## src/rtl/fifo_wr_arb_pkg.sv

```systemverilog
// Shared types and width helpers for the FIFO write-side arbiter family.
// No logic; pure declarations.
// Imported by the arbiter top and the round-robin picker.
package fifo_arb_pkg;

  // Arbiter control states
  typedef enum logic {
    IDLE  = 1'b0,
    GRANT = 1'b1
  } fsm_e;

  localparam int NREQ_DEF  = 4;
  localparam int DW_DEF    = 8;
  localparam int BURST_DEF = 4;

  // Width of a producer index (at least one bit)
  function automatic int idx_w(input int n);
    return (n > 1) ? $clog2(n) : 1;
  endfunction

  // Width of the per-grant word counter; must hold the value BURST
  function automatic int cnt_w(input int b);
    return $clog2(b) + 1;
  endfunction

endpackage

```

## src/rtl/fifo_wr_arb_rr_pick.sv

```systemverilog
// Round-robin priority picker: first set request after 'last', wrapping modulo NREQ.
// Latency: purely combinational.
// Backpressure: none; callers decide when to sample the winner.
module rr_pick
  import fifo_arb_pkg::*;
#(
  parameter  int NREQ = NREQ_DEF,
  localparam int IW   = idx_w(NREQ)
) (
  input  logic [NREQ-1:0] req,
  input  logic [IW-1:0]   last,
  output logic [IW-1:0]   win,
  output logic            any_req
);

  // Scan from farthest to nearest so the nearest requester after 'last' wins
  always_comb begin
    int idx;
    idx     = 0;
    win     = '0;
    any_req = 1'b0;
    for (int k = NREQ; k >= 1; k--) begin
      idx = int'(last) + k;
      if (idx >= NREQ) idx = idx - NREQ;
      if (req[IW'(idx)]) begin
        win     = IW'(idx);
        any_req = 1'b1;
      end
    end
  end

endmodule

```

## src/rtl/fifo_wr_arb.sv

```systemverilog
// Round-robin write arbiter sharing one FIFO write port among NREQ producers in bursts.
// Latency: one arbitration bubble per grant; writes are combinational from req in GRANT.
// Backpressure: fifo_full stalls the granted producer indefinitely; no word is offered while full.
module fifo_wr_arb
  import fifo_arb_pkg::*;
#(
  parameter  int NREQ  = NREQ_DEF,
  parameter  int DW    = DW_DEF,
  parameter  int BURST = BURST_DEF,
  localparam int IW    = idx_w(NREQ),
  localparam int CW    = cnt_w(BURST)
) (
  input  logic               clk,
  input  logic               rst,
  input  logic [NREQ-1:0]    req,
  input  logic [NREQ*DW-1:0] req_data,
  input  logic [NREQ-1:0]    req_last,
  output logic [NREQ-1:0]    ack,
  input  logic               fifo_full,
  output logic               fifo_wsig,
  output logic [DW-1:0]      fifo_wdata,
  output logic [IW-1:0]      gnt_id,
  output logic               busy
);

  fsm_e          fsm_q, fsm_d;
  logic [IW-1:0] cur_q, cur_d;
  logic [IW-1:0] last_q, last_d;
  logic [CW-1:0] cnt_q, cnt_d;
  logic          fire;
  logic [IW-1:0] pick_win;
  logic          pick_any;

  rr_pick #(.NREQ(NREQ)) u_pick (
    .req     (req),
    .last    (last_q),
    .win     (pick_win),
    .any_req (pick_any)
  );

  // Next-state: arbitrate in IDLE, count words and decide release in GRANT
  always_comb begin
    fsm_d  = fsm_q;
    cur_d  = cur_q;
    last_d = last_q;
    cnt_d  = cnt_q;
    fire   = (fsm_q == GRANT) && req[cur_q] && !fifo_full;
    case (fsm_q)
      IDLE: begin
        if (pick_any) begin
          cur_d = pick_win;
          cnt_d = '0;
          fsm_d = GRANT;
        end
      end
      GRANT: begin
        if (fire) cnt_d = cnt_q + CW'(1);
        // Withdrawal releases even while the FIFO is full
        if ((fire && ((cnt_q == CW'(BURST - 1)) || req_last[cur_q])) || !req[cur_q]) begin
          fsm_d  = IDLE;
          last_d = cur_q;
        end
      end
      default: fsm_d = IDLE;
    endcase
  end

  // Write port is driven straight from the granted producer; reset masks the strobe
  always_comb begin
    ack        = '0;
    fifo_wsig  = 1'b0;
    fifo_wdata = req_data[int'(cur_q)*DW +: DW];
    if (rst && fire) begin
      ack[cur_q] = 1'b1;
      fifo_wsig  = 1'b1;
    end
  end

  assign busy   = rst && (fsm_q == GRANT);
  assign gnt_id = cur_q;

  // State registers; reset leaves producer 0 with first priority
  always_ff @(posedge clk) begin
    if (!rst) begin
      fsm_q  <= IDLE;
      cur_q  <= '0;
      last_q <= IW'(NREQ - 1);
      cnt_q  <= '0;
    end else begin
      fsm_q  <= fsm_d;
      cur_q  <= cur_d;
      last_q <= last_d;
      cnt_q  <= cnt_d;
    end
  end

endmodule
```

## config.mk

```make
export PLATFORM = sky130hd
export DESIGN_NAME = fifo_wr_arb
export DESIGN_NICKNAME = d
export VERILOG_FILES = /design/src/rtl/fifo_wr_arb_pkg.sv /design/src/rtl/fifo_wr_arb_rr_pick.sv /design/src/rtl/fifo_wr_arb.sv
export SDC_FILE = /design/constraint.sdc
export NUM_CORES = 1
export LEC_CHECK = 0
export ABC_CLOCK_PERIOD_IN_PS = 2350
export CORE_MARGIN = 4
export CORE_UTILIZATION = 33
export CTS_CLUSTER_DIAMETER = 30
export DETAILED_ROUTE_END_ITERATION = 16
export PLACE_DENSITY = 0.76
export SYNTH_ARGS = -nofsm -noshare
export SYNTH_HDL_FRONTEND = slang
export SYNTH_SLANG_ARGS = --single-unit
export TNS_END_PERCENT = 1
```

## constraint.sdc

```tcl
create_clock -name clk -period 2.35 [get_ports clk]
set_clock_uncertainty 0.15 [all_clocks]
set_input_delay 0.47 -clock clk [delete_from_list [all_inputs] [get_ports clk]]
set_output_delay 0.47 -clock clk [all_outputs]
set_load 0.01 [all_outputs]
```

==> report_table.html <==
<table>
<tr><th>Metric</th><th>Value</th></tr>
<tr><th colspan="2">Run status</th></tr>
<tr><td>Outcome</td><td>complete, no violations</td></tr>
<tr><th colspan="2">Clocking</th></tr>
<tr><td>Count of hold-fix buffers inserted at cts</td><td>0</td></tr>
<tr><td>Cell chosen for the clock root</td><td>clkbuf_4</td></tr>
<tr><td>Cts bufs inserted</td><td>3</td></tr>
<tr><td>Number of levels the H-tree was split into</td><td>1</td></tr>
<tr><td>Reg clk slew, reported paths</td><td>0.05 ns</td></tr>
<tr><td>Maximum root-to-sink buffer count</td><td>2</td></tr>
<tr><td>Clock Sink Count</td><td>8</td></tr>
<tr><td>Clock latency on the worst-skew pair</td><td>0.26 ns</td></tr>
<tr><td>TritonCTS clock tree</td><td>done</td></tr>
<tr><th colspan="2">Die</th></tr>
<tr><td>Die Width</td><td>56.01 um</td></tr>
<tr><td>Top Ports</td><td>59</td></tr>
<tr><td>Die height</td><td>56.01 um</td></tr>
<tr><td>Core Rows</td><td>17</td></tr>
<tr><td>Placeable Area</td><td>0.002212 mm2</td></tr>
<tr><td>Initial core utilization</td><td>34.39%</td></tr>
<tr><td>Die ar.</td><td>0.003137 mm2</td></tr>
<tr><th colspan="2">Timing</th></tr>
<tr><td>Unrepaired setup endpoints after global routing</td><td>yes</td></tr>
<tr><td>Finish-stage setup viols</td><td>0</td></tr>
<tr><td>Max transition margin</td><td>77.89%</td></tr>
<tr><td>Max-slew violation count</td><td>0</td></tr>
<tr><td>Number of hold violations in the final report</td><td>0</td></tr>
<tr><td>Fmax</td><td>0.4299 GHz</td></tr>
<tr><td>Final critical-path required period</td><td>2.326 ns</td></tr>
<tr><td>Final clock period utilization by the worst path</td><td>98.98%</td></tr>
<tr><td>Transition at the pin with the smallest max-transition slack</td><td>0.3287 ns</td></tr>
<tr><td>Worst-case setup margin in the final layout</td><td>0.02400 ns</td></tr>
<tr><th colspan="2">Worst setup path</th></tr>
<tr><td>Largest fanout of any net on the critical path</td><td>4</td></tr>
<tr><td>Kind of end point of the critical path</td><td>primary output</td></tr>
<tr><td>Startpoint-to-endpoint class of the critical path</td><td>reg -&gt; out</td></tr>
<tr><td>Required time at the worst-slack endpoint</td><td>1.73 ns</td></tr>
<tr><td>Data arrival, critical path</td><td>1.71 ns</td></tr>
<tr><td>Category of the worst setup path launch point</td><td>register</td></tr>
<tr><th colspan="2">Drt</th></tr>
<tr><td>Wire per inst</td><td>14.73 um</td></tr>
<tr><td>Residual DRC</td><td>0</td></tr>
<tr><td>Total detailed-routing wirelength</td><td>2549 um</td></tr>
<tr><td>Number of nets still failing antenna checks after routing</td><td>0</td></tr>
<tr><td>Per-cell via count in the routed design</td><td>5.133</td></tr>
<tr><td>DR vias</td><td>888</td></tr>
<tr><td>Initial DRC Count</td><td>12</td></tr>
<tr><td>Length of the first detailed-routing pass in iterations</td><td>4</td></tr>
<tr><th colspan="2">Finish</th></tr>
<tr><td>Leading cell type in the layout, fill and taps excluded</td><td>clkdlybuf4s50_1</td></tr>
<tr><td>Leading cell types in the layout, fill and taps excluded</td><td>clkdlybuf4s50_1, buf_4, a21oi_1, dfxtp_1</td></tr>
<tr><td>Fraction of layout instances using a drive strength above 1</td><td>24.14%</td></tr>
<tr><td>Net total in the final layout</td><td>192</td></tr>
<tr><td>Post-route design area</td><td>0.001439 mm2</td></tr>
<tr><td>Non-Filler Instances</td><td>173</td></tr>
<tr><td>Antenna cells</td><td>0</td></tr>
<tr><td>Growth of design area from synthesis to finish</td><td>89.14%</td></tr>
<tr><th colspan="2">Power</th></tr>
<tr><td>P_leak</td><td>0.6173 nW</td></tr>
<tr><td>Power per standard cell area</td><td>390.4 mW/mm2</td></tr>
<tr><td>Largest vdd supply drop</td><td>291.4 uV</td></tr>
<tr><th colspan="2">Synth</th></tr>
<tr><td>Number of flops mapped to enable cells by yosys</td><td>0</td></tr>
<tr><td>Top FF cell, synth</td><td>dfxtp_1</td></tr>
<tr><td>Number of flip-flops and latches in the synthesized netlist</td><td>8</td></tr>
<tr><td>Post-synthesis share of cell area spent on full adders, half adders and majority gates</td><td>3.289%</td></tr>
<tr><td>Compound-cell area share of the yosys netlist</td><td>11.68%</td></tr>
<tr><td>Combined area of all synthesized cells</td><td>760.7 um2</td></tr>
<tr><td>Synthesized netlist net count</td><td>122</td></tr>
<tr><td>Sequential area share after synthesis</td><td>21.05%</td></tr>
<tr><td>Post-Synth Simple-Gate Area</td><td>23.85%</td></tr>
<tr><td>Netlist cell types</td><td>34</td></tr>
<tr><td>Dominant combinational cell family by area after synthesis</td><td>multiplexers</td></tr>
<tr><td>Count of yosys warnings during synthesis</td><td>0</td></tr>
<tr><td>XOR/XNOR Fraction of Synth Area</td><td>0%</td></tr>
<tr><td>Number of instances in the synthesized netlist</td><td>77</td></tr>
<tr><td>Synthesized area per cell</td><td>9.880 um2</td></tr>
<tr><td>Share of synthesized flip-flops with an asynchronous set or reset</td><td>0%</td></tr>
<tr><td>Post-synthesis mux area share</td><td>33.88%</td></tr>
<tr><th colspan="2">GRT</th></tr>
<tr><td>Total GRT Usage</td><td>16.01%</td></tr>
<tr><td>Initial antenna violation count</td><td>0</td></tr>
<tr><td>Total congestion overflow</td><td>0</td></tr>
<tr><td>Number of global-route vias before repair</td><td>889</td></tr>
<tr><td>Maximum number of pins on one net before global-route repair</td><td>18</td></tr>
<tr><td>First-pass GRT wire length</td><td>4071 um</td></tr>
<tr><th colspan="2">Run</th></tr>
<tr><td>MaxCap Viol Count</td><td>0</td></tr>
<tr><th colspan="2">Placed design</th></tr>
<tr><td>Minimum setup slack after placement</td><td>-0.6492 ns</td></tr>
<tr><td># port buffers</td><td>58</td></tr>
<tr><td>Placer Congestion</td><td>0.8120</td></tr>
<tr><td>Dpl cells</td><td>168</td></tr>
<tr><td>Placed cell area</td><td>0.001423 mm2</td></tr>
<tr><td>Post-DP HPWL</td><td>2068 um</td></tr>
<tr><th colspan="2">Min path</th></tr>
<tr><td>Classification of the worst-slack hold path</td><td>reg -&gt; reg</td></tr>
</table>
==> cells by family (layout without fill, tap and decap cells) <==
| group | Yosys count | after routing |
|---|---|---|
| AO/OA/AOI/OAI | 14 | 14 |
| adder cells (fa/ha/maj) | 2 | 2 |
| buffers and inverters | 10 | 78 |
| flip-flops | 8 | 8 |
| multiplexers | 13 | 13 |
| AND/OR/NAND/NOR | 30 | 30 |
==> flip-flops by register name, summed over array words and instances, names as in the netlist <==
register / count
cnt_q: 3
gnt_id: 2
fsm_q: 1
last_q: 2
==> through the flow <==
step | hold WS [ns] | utilization [%] | total power, W | TNS [ns]
final | 0.3257 | 65.05 | 0.0005617 | 0
after global routing | 0.3543 | 65.05 | 0.0005912 | -0.03647
after CTS | 0.3312 | 64.93 | 0.0005559 | -0.006338
after detailed placement | 0.3243 | 64.31 | 0.0004639 | -3.627
after global placement | 0.3054 | 64.31 | 0.0004561 | -3.411
after floorplan | 0.2979 | - | 0.0003025 | 0
==> critical path, stage by stage, from the launching register on <==
cell and delay (ns):
dfxtp_2 0.34, mux4_2 0.54, and3b_4 0.21, nand2_4 0.07, inv_2 0.04, and3_4 0.14, buf_6 0.11
==> path summary, 6_finish.rpt <==
kind,cells after the start,slack [ns],end,from
max reg2reg,7,0.47,last_q[0],gnt_id[0]
max,6,0.02,ack[3],gnt_id[0]
min,2,0.33,cnt_q[2],cnt_q[2]
min reg2reg,2,0.33,cnt_q[2],cnt_q[2]
==> power breakdown <==
| part | switching, W | leakage, nW | total (W) | internal, W |
|---|---|---|---|---|
| registers | 0.0000111 | 0.0660 | 0.000159 | 0.000148 |
| logic | 0.000109 | 0.537 | 0.000293 | 0.000184 |
| clock network | 0.0000506 | 0.0138 | 0.000109 | 0.0000587 |
==> layer usage <==
| metal | up-vias | track usage (%) | wire length, um |
|---|---|---|---|
| li1 | 432 | - | - |
| met1 | 414 | 17.58 | 999 |
| met2 | 39 | 28.55 | 1293 |
| met3 | 3 | 4.408 | 230 |
| met4 | 0 | 6.780 | 26 |
| met5 | - | 0 | 0 |
==> cells in the mapped netlist, types with 2 or more instances <==
cell type / instances / area [um2]
dfxtp_1: 8 / 160.2
a21oi_1: 7 / 35.03
nor2b_1: 2 / 12.51
nor3b_1: 2 / 15.01
buf_2: 2 / 10.01
nor3_1: 2 / 10.01
nand3_1: 3 / 15.01
clkbuf_1: 2 / 7.510
mux2i_1: 4 / 40.04
nor2_1: 4 / 15.01
ha_1: 2 / 25.02
nand2b_1: 4 / 25.02
and3_1: 2 / 12.51
inv_1: 4 / 15.01
mux4_1: 4 / 105.1
mux4_2: 5 / 112.6
nand2_1: 3 / 11.26
==> cell type report <==
cell class	instances	area, um2
fill	192	773.2
timing repair buffer	70	638.1
multi-input combinational	59	563.0
sequential	8	161.4
tap	28	35.03
clock buffer	3	22.52
inverter	5	18.77
==> repair_timing <==
item                                    4_1_cts  5_1_grt
endpoints found under the setup margin       14        4
endpoints found under the hold margin         0        0
gates resized for setup                      37       13
pin swaps                                     2        0
buffers inserted                              1        1
(Power assumes the default switching activity.)
